### src/rtl/axi_stall_pkg.sv
// Shared constants and helpers for the AXI handshake stall injector.
package axi_stall_pkg;

    localparam int CH_AR  = 0;
    localparam int CH_R   = 1;
    localparam int CH_AW  = 2;
    localparam int CH_W   = 3;
    localparam int CH_B   = 4;
    localparam int NUM_CH = 5;

    localparam logic [15:0] LFSR_TAPS     = 16'hB400;
    localparam logic [15:0] LFSR_FALLBACK = 16'hACE1;

    // Per-channel seed: base ^ (0x1F35 * (k+1)); an all-zero LFSR would lock up.
    function automatic logic [15:0] chan_seed(input logic [15:0] base, input int k);
        logic [15:0] s;
        s = base ^ 16'(16'h1F35 * 16'(k + 1));
        return (s == 16'h0000) ? LFSR_FALLBACK : s;
    endfunction

endpackage

### src/rtl/axi_chan_gate.sv
// One channel's random stall gate: LFSR, valid-commit flag, bounded stall run
// counter and saturating stall counter. Gating is purely combinational.
module axi_chan_gate
    import axi_stall_pkg::*;
#(
    parameter int          CH_IDX    = 0,
    parameter logic [15:0] LFSR_SEED = 16'hACE1,
    parameter int          MAX_STALL = 15
) (
    input  logic        clk,
    input  logic        rst_n,
    input  logic        inject_en,
    input  logic [7:0]  thresh,
    input  logic        src_valid,
    input  logic        dst_ready,
    output logic        dst_valid,
    output logic        src_ready,
    output logic [31:0] stall_cnt
);

    localparam logic [15:0] SEED = chan_seed(LFSR_SEED, CH_IDX);
    localparam logic [7:0]  CAP  = 8'(MAX_STALL);

    logic [15:0] lfsr_q, lfsr_d;
    logic        committed_q, committed_d;
    logic [7:0]  run_q, run_d;
    logic [31:0] cnt_q, cnt_d;
    logic        gate_open;
    logic        stall;

    // Gate decision, handshake gating and next-state for all channel state.
    always_comb begin
        // Once a valid has been shown downstream it must stay up, so a
        // committed channel bypasses the random gate until the handshake.
        gate_open = ~inject_en | (lfsr_q[7:0] >= thresh) | (run_q == CAP) | committed_q;
        dst_valid = src_valid & gate_open & rst_n;
        src_ready = dst_ready & gate_open & rst_n;
        stall     = src_valid & ~gate_open;

        lfsr_d = {1'b0, lfsr_q[15:1]} ^ (lfsr_q[0] ? LFSR_TAPS : 16'h0000);

        committed_d = committed_q;
        if (dst_valid) begin
            committed_d = ~dst_ready;
        end

        run_d = run_q;
        if (gate_open) begin
            run_d = 8'h00;
        end else if (stall) begin
            run_d = run_q + 8'h01;
        end

        cnt_d = cnt_q;
        if (stall && (cnt_q != 32'hFFFF_FFFF)) begin
            cnt_d = cnt_q + 32'h1;
        end
    end

    // State registers; reset reloads the seed and clears all tracking.
    always_ff @(posedge clk or negedge rst_n) begin
        if (!rst_n) begin
            lfsr_q      <= SEED;
            committed_q <= 1'b0;
            run_q       <= 8'h00;
            cnt_q       <= 32'h0;
        end else begin
            lfsr_q      <= lfsr_d;
            committed_q <= committed_d;
            run_q       <= run_d;
            cnt_q       <= cnt_d;
        end
    end

    assign stall_cnt = cnt_q;

endmodule

### src/rtl/axi_stall_injector.sv
// AXI4 stall injector between a CPU master and axi_ram. Five channel gates
// handle valid/ready; payloads pass straight through with return-channel
// payloads zeroed whenever their valid is low.
module axi_stall_injector
    import axi_stall_pkg::*;
#(
    parameter int          DATA_WIDTH = 32,
    parameter int          ADDR_WIDTH = 30,
    parameter int          ID_WIDTH   = 4,
    parameter int          STRB_WIDTH = DATA_WIDTH / 8,
    parameter logic [15:0] LFSR_SEED  = 16'hACE1,
    parameter int          MAX_STALL  = 15
) (
    input  logic                  clk,
    input  logic                  rst_n,
    input  logic                  inject_en,
    input  logic [39:0]           stall_thresh,
    output logic [159:0]          stall_cnt,
    // AR
    input  logic [ID_WIDTH-1:0]   s_axi_arid,
    input  logic [ADDR_WIDTH-1:0] s_axi_araddr,
    input  logic [7:0]            s_axi_arlen,
    input  logic [2:0]            s_axi_arsize,
    input  logic [1:0]            s_axi_arburst,
    input  logic                  s_axi_arlock,
    input  logic [3:0]            s_axi_arcache,
    input  logic [2:0]            s_axi_arprot,
    input  logic                  s_axi_arvalid,
    output logic                  s_axi_arready,
    output logic [ID_WIDTH-1:0]   m_axi_arid,
    output logic [ADDR_WIDTH-1:0] m_axi_araddr,
    output logic [7:0]            m_axi_arlen,
    output logic [2:0]            m_axi_arsize,
    output logic [1:0]            m_axi_arburst,
    output logic                  m_axi_arlock,
    output logic [3:0]            m_axi_arcache,
    output logic [2:0]            m_axi_arprot,
    output logic                  m_axi_arvalid,
    input  logic                  m_axi_arready,
    // R
    output logic [ID_WIDTH-1:0]   s_axi_rid,
    output logic [DATA_WIDTH-1:0] s_axi_rdata,
    output logic [1:0]            s_axi_rresp,
    output logic                  s_axi_rlast,
    output logic                  s_axi_rvalid,
    input  logic                  s_axi_rready,
    input  logic [ID_WIDTH-1:0]   m_axi_rid,
    input  logic [DATA_WIDTH-1:0] m_axi_rdata,
    input  logic [1:0]            m_axi_rresp,
    input  logic                  m_axi_rlast,
    input  logic                  m_axi_rvalid,
    output logic                  m_axi_rready,
    // AW
    input  logic [ID_WIDTH-1:0]   s_axi_awid,
    input  logic [ADDR_WIDTH-1:0] s_axi_awaddr,
    input  logic [7:0]            s_axi_awlen,
    input  logic [2:0]            s_axi_awsize,
    input  logic [1:0]            s_axi_awburst,
    input  logic                  s_axi_awlock,
    input  logic [3:0]            s_axi_awcache,
    input  logic [2:0]            s_axi_awprot,
    input  logic                  s_axi_awvalid,
    output logic                  s_axi_awready,
    output logic [ID_WIDTH-1:0]   m_axi_awid,
    output logic [ADDR_WIDTH-1:0] m_axi_awaddr,
    output logic [7:0]            m_axi_awlen,
    output logic [2:0]            m_axi_awsize,
    output logic [1:0]            m_axi_awburst,
    output logic                  m_axi_awlock,
    output logic [3:0]            m_axi_awcache,
    output logic [2:0]            m_axi_awprot,
    output logic                  m_axi_awvalid,
    input  logic                  m_axi_awready,
    // W
    input  logic [DATA_WIDTH-1:0] s_axi_wdata,
    input  logic [STRB_WIDTH-1:0] s_axi_wstrb,
    input  logic                  s_axi_wlast,
    input  logic                  s_axi_wvalid,
    output logic                  s_axi_wready,
    output logic [DATA_WIDTH-1:0] m_axi_wdata,
    output logic [STRB_WIDTH-1:0] m_axi_wstrb,
    output logic                  m_axi_wlast,
    output logic                  m_axi_wvalid,
    input  logic                  m_axi_wready,
    // B
    output logic [ID_WIDTH-1:0]   s_axi_bid,
    output logic [1:0]            s_axi_bresp,
    output logic                  s_axi_bvalid,
    input  logic                  s_axi_bready,
    input  logic [ID_WIDTH-1:0]   m_axi_bid,
    input  logic [1:0]            m_axi_bresp,
    input  logic                  m_axi_bvalid,
    output logic                  m_axi_bready
);

    logic [NUM_CH-1:0] ch_sv, ch_dr, ch_dv, ch_sr;

    // Source valid / destination ready per channel (R and B flow m -> s).
    assign ch_sv = {m_axi_bvalid, s_axi_wvalid, s_axi_awvalid, m_axi_rvalid, s_axi_arvalid};
    assign ch_dr = {s_axi_bready, m_axi_wready, m_axi_awready, s_axi_rready, m_axi_arready};

    for (genvar k = 0; k < NUM_CH; k++) begin : g_ch
        axi_chan_gate #(
            .CH_IDX   (k),
            .LFSR_SEED(LFSR_SEED),
            .MAX_STALL(MAX_STALL)
        ) u_gate (
            .clk      (clk),
            .rst_n    (rst_n),
            .inject_en(inject_en),
            .thresh   (stall_thresh[8*k +: 8]),
            .src_valid(ch_sv[k]),
            .dst_ready(ch_dr[k]),
            .dst_valid(ch_dv[k]),
            .src_ready(ch_sr[k]),
            .stall_cnt(stall_cnt[32*k +: 32])
        );
    end

    // Gated handshakes back onto the two bundles.
    assign m_axi_arvalid = ch_dv[CH_AR];
    assign s_axi_arready = ch_sr[CH_AR];
    assign s_axi_rvalid  = ch_dv[CH_R];
    assign m_axi_rready  = ch_sr[CH_R];
    assign m_axi_awvalid = ch_dv[CH_AW];
    assign s_axi_awready = ch_sr[CH_AW];
    assign m_axi_wvalid  = ch_dv[CH_W];
    assign s_axi_wready  = ch_sr[CH_W];
    assign s_axi_bvalid  = ch_dv[CH_B];
    assign m_axi_bready  = ch_sr[CH_B];

    // Forward payloads pass through untouched.
    assign m_axi_arid    = s_axi_arid;
    assign m_axi_araddr  = s_axi_araddr;
    assign m_axi_arlen   = s_axi_arlen;
    assign m_axi_arsize  = s_axi_arsize;
    assign m_axi_arburst = s_axi_arburst;
    assign m_axi_arlock  = s_axi_arlock;
    assign m_axi_arcache = s_axi_arcache;
    assign m_axi_arprot  = s_axi_arprot;
    assign m_axi_awid    = s_axi_awid;
    assign m_axi_awaddr  = s_axi_awaddr;
    assign m_axi_awlen   = s_axi_awlen;
    assign m_axi_awsize  = s_axi_awsize;
    assign m_axi_awburst = s_axi_awburst;
    assign m_axi_awlock  = s_axi_awlock;
    assign m_axi_awcache = s_axi_awcache;
    assign m_axi_awprot  = s_axi_awprot;
    assign m_axi_wdata   = s_axi_wdata;
    assign m_axi_wstrb   = s_axi_wstrb;
    assign m_axi_wlast   = s_axi_wlast;

    // Return payloads are zero whenever the master-facing valid is low.
    assign s_axi_rid   = s_axi_rvalid ? m_axi_rid   : '0;
    assign s_axi_rdata = s_axi_rvalid ? m_axi_rdata : '0;
    assign s_axi_rresp = s_axi_rvalid ? m_axi_rresp : '0;
    assign s_axi_rlast = s_axi_rvalid & m_axi_rlast;
    assign s_axi_bid   = s_axi_bvalid ? m_axi_bid   : '0;
    assign s_axi_bresp = s_axi_bvalid ? m_axi_bresp : '0;

endmodule

### config.mk
export PLATFORM = sky130hd
export DESIGN_NAME = axi_stall_injector
export DESIGN_NICKNAME = d
export VERILOG_FILES = /design/src/rtl/axi_stall_pkg.sv /design/src/rtl/axi_chan_gate.sv /design/src/rtl/axi_stall_injector.sv
export SDC_FILE = /design/constraint.sdc
export NUM_CORES = 1
export LEC_CHECK = 0
export CAP_MARGIN = 5
export CELL_PAD_IN_SITES_DETAIL_PLACEMENT = 1
export CELL_PAD_IN_SITES_GLOBAL_PLACEMENT = 2
export CORE_AREA = 2 2 236 238
export CTS_CLUSTER_DIAMETER = 150
export DETAILED_ROUTE_END_ITERATION = 12
export DIE_AREA = 0 0 238 240
export PLACE_DENSITY = 0.94
export SYNTH_ARGS = -nofsm -noshare
export SYNTH_HDL_FRONTEND = slang
export SYNTH_SLANG_ARGS = --single-unit
### constraint.sdc
create_clock -name clk -period 4.5 [get_ports clk]
set_clock_uncertainty 0.1 [all_clocks]
set_input_delay 0.9 -clock clk [delete_from_list [all_inputs] [get_ports clk]]
set_output_delay 0.9 -clock clk [all_outputs]
set_load 0.1 [all_outputs]
==> results by group <==
Synth
  – Mapped Area: 14300 µm²
  – Synth warn: 0
  – Compound-Gate Fraction of Synth Area: 2.39%
  – Count leader, synth: dfrtp_1
  – Largest family of logic cells by synthesized area: simple AND/OR/NAND/NOR gates
  – Post-synth top flop: dfrtp_1
  – Synth unique cells: 62
  – Synth cell count leaders: dfrtp_1, buf_4, xnor2_1
  – Syn Area/Cell: between 10 and 15 µm²
  – Synth Area in Adders: 4.38%
  – Post-Synth XOR/XNOR Area: between 10% and 20%
  – Area leader, netlist: dfrtp_1
  – Synth Area in Simple Gates: between 10% and 20%
  – EDFF count, synth: 0
  – Register area share after synthesis: roughly half
  – Post-synthesis mux area share: 0.903%
  – Yosys reg bits: roughly 290
  – Synth async-reset ratio: 100%
  – Ranking of synthesized cells by area: dfrtp_1, buf_4, xnor2_1
  – Synth top area share: a little over two fifths
  – Mapped Cells: around 1300
  – Post-synthesis net count: 1626

Hold path
  – Worst hold path type: input port to async pin

Route
  – Antenna viol nets, final: 0
  – 1st-iter DRT viols: 236
  – DRC violations left: 0
  – Post-DR vias/cell: around 4.5
  – Avg WL per Cell: 17.4 µm
  – Vias: ~10000
  – DRT Wirelength: around 39 mm
  – First-pass DRT Iterations: 6

STA
  – Final period utilization: 95.2%
  – Final hold vios: 0
  – RSZ-0062 raised after global routing: no
  – Rel. slew slack: 31.2%
  – Final setup fails: 0
  – Final max-slew violation count: 0
  – Post-route setup slack: 0.214 ns
  – Setup TNS: 0 ns
  – Crit path time final: ~4.3 ns
  – Max Fclk: between 200 and 250 MHz
  – Worst slew pin tran: 1.03 ns

Setup path
  – Critical path arrival: between 3 and 4 ns
  – Worst setup EP type: output pin
  – WS Path Type: input port to output pin
  – Worst Path Required: 3.50 ns
  – Critical Path Source Type: input port
  – Worst-path maximum fanout: 22

Die
  – Die X: 238 µm
  – Site Rows: 86
  – Die ar.: between 50000 and 60000 µm²
  – DIE HEIGHT: 240 µm
  – I/O pin total: 607
  – Placeable Area: roughly 55000 µm²
  – Starting Density: 26.1%

GRT
  – GRT overflow: 0
  – Largest net degree at the start of global routing: roughly 60
  – Initial antenna violation count: 4
  – Vias in the first global route: approximately 11000
  – Gr usage total: 13.8%
  – First-pass GRT wire length: 63.0 mm

Placed design
  – RD Place Congestion: 0.794
  – Inst Count DP: 2195
  – Place WS: 0.0773 ns
  – Input/output buffers: between 300 and 400
  – DP HPWL: ~29 mm
  – Placed Area: between 15000 and 20000 µm²

Clock tree
  – Clock Tree Buf Depth: 3
  – Root Buffer: clkbuf_16
  – TritonCTS Sinks: 285
  – CTS buffer count: 36
  – Worst-Skew Late Latency: approximately 0.54 ns
  – TritonCTS clock tree: done
  – # H-tree levels: 2
  – Reg clk slew, reported paths: roughly 0.06 ns

Pwr
  – Total power: 7.47 mW
  – Pwr per Cell Area: slightly below 400 nW/µm²
  – Worst vdd ir: about 0.38 mV
  – Leakage: between 8 and 9 nW

Finish
  – Final Instance Area: around 19000 µm²
  – Diode count: 0
  – Synthesis-to-finish area growth: 33.0%
  – Final Non-Filler Cells: between 2000 and 2500
  – Fin nets: 1824
  – Fraction of layout cells with a size suffix above 1: 13.9%

Status
  – Status: finished, final reports clean

Run
  – Max_cap viols: 0
-- registers in the layout (all words and copies together) (netlist names) --
name and count:
g_ch.u_gate.committed_q 5, g_ch.u_gate.lfsr_q 80, g_ch.u_gate.run_q 40, g_ch.u_gate.stall_cnt 160
-- critical path: stages --
cell,delay [ns]
clkdlybuf4s50_1,0.50
inv_1,0.06
ha_1,0.29
o211ai_1,0.16
a21oi_1,0.08
o41ai_2,0.31
nand4_1,0.15
and3_1,0.23
buf_4,0.21
and2_1,0.22
buf_12,0.17
-- metal layers --
metal	global-route usage, %	wire, µm	vias to the layer above
met5	0.519	21	-
met4	5.32	1150	4
met3	4.26	2810	96
met2	23.0	18900	346
met1	16.6	16400	5107
li1	-	-	4725
-- metrics by stage --
stage	utilization, %	hold WS, ns
after floorplan	-	0.231
after global placement	32.5	0.238
after detailed placement	32.5	0.236
after CTS	34.7	0.139
after global routing	34.7	0.158
final	34.7	0.163
-- cells by family after synthesis --
group           after synthesis
mux                          12
xor+xnor                    202
flops                       285
simple gates                508
fa+ha+maj                    50
compound gates               46
buf+inv                     228
-- where the power goes --
group,internal [mW],switching [mW]
Combinational,0.484,1.24
Sequential,2.68,0.160
Clock,1.76,1.16
Total,4.92,2.56
-- layout by cell type (no fill, tap or decap), types with 6 or more instances in the layout --
cell type | netlist | layout
and3_1 | 50 | 49
and4_1 | 13 | 13
ha_1 | 50 | 50
nand3_2 | 7 | 7
dfstp_2 | 40 | 40
clkbuf_16 | 0 | 38
o211ai_1 | 6 | 6
nand3_1 | 64 | 64
clkinv_2 | 0 | 7
xnor2_1 | 125 | 125
nor2_1 | 100 | 100
nand2_1 | 90 | 90
a21oi_1 | 12 | 12
inv_1 | 55 | 55
buf_4 | 148 | 21
clkdlybuf4s50_1 | 0 | 256
buf_12 | 0 | 55
nand4_1 | 65 | 65
a211oi_1 | 7 | 7
clkbuf_8 | 0 | 9
nor3_1 | 18 | 18
xor2_1 | 77 | 77
dfrtp_1 | 245 | 245
and2_1 | 50 | 50
clkbuf_1 | 15 | 6
mux2_2 | 6 | 6
o21ai_0 | 6 | 6
-- layout make-up --
type,count,area (µm²)
Fill cell,6038,35700
Inverter,55,206
Multi-Input combinational cell,818,5670
Sequential cell,285,7180
Tap cell,704,881
Timing Repair Buffer,333,3840
Clock buffer,53,1100
Clock inverter,13,114
-- what timing repair did --
action / 4_1_cts / 5_1_grt
endpoints found under the setup margin: 0 / 6
hold buffers: 0 / 0
resized for setup: 0 / 2
setup buffers: 0 / 0
-- worst paths after layout --
| path | depth (start not counted) | to | start | slack, ns |
|---|---|---|---|---|
| worst max-delay path | 11 | s_axi_rid[2] | stall_thresh[9] | 0.21 |
| worst min-delay path | 1 | g_ch[1].u_gate.stall_cnt[0] | rst_n | 0.16 |
| worst max register to register | 9 | g_ch[3].u_gate.stall_cnt[1] | g_ch[3].u_gate.lfsr_q[0] | 1.41 |
| worst min register to register | 0 | g_ch[2].u_gate.lfsr_q[14] | g_ch[2].u_gate.lfsr_q[15] | 0.25 |
| max in group asynchronous | 2 | g_ch[1].u_gate.stall_cnt[20] | rst_n | 2.99 |
| min in group clk | 0 | g_ch[2].u_gate.lfsr_q[14] | g_ch[2].u_gate.lfsr_q[15] | 0.25 |
No activity file was read; power rests on OpenSTA's default activity.
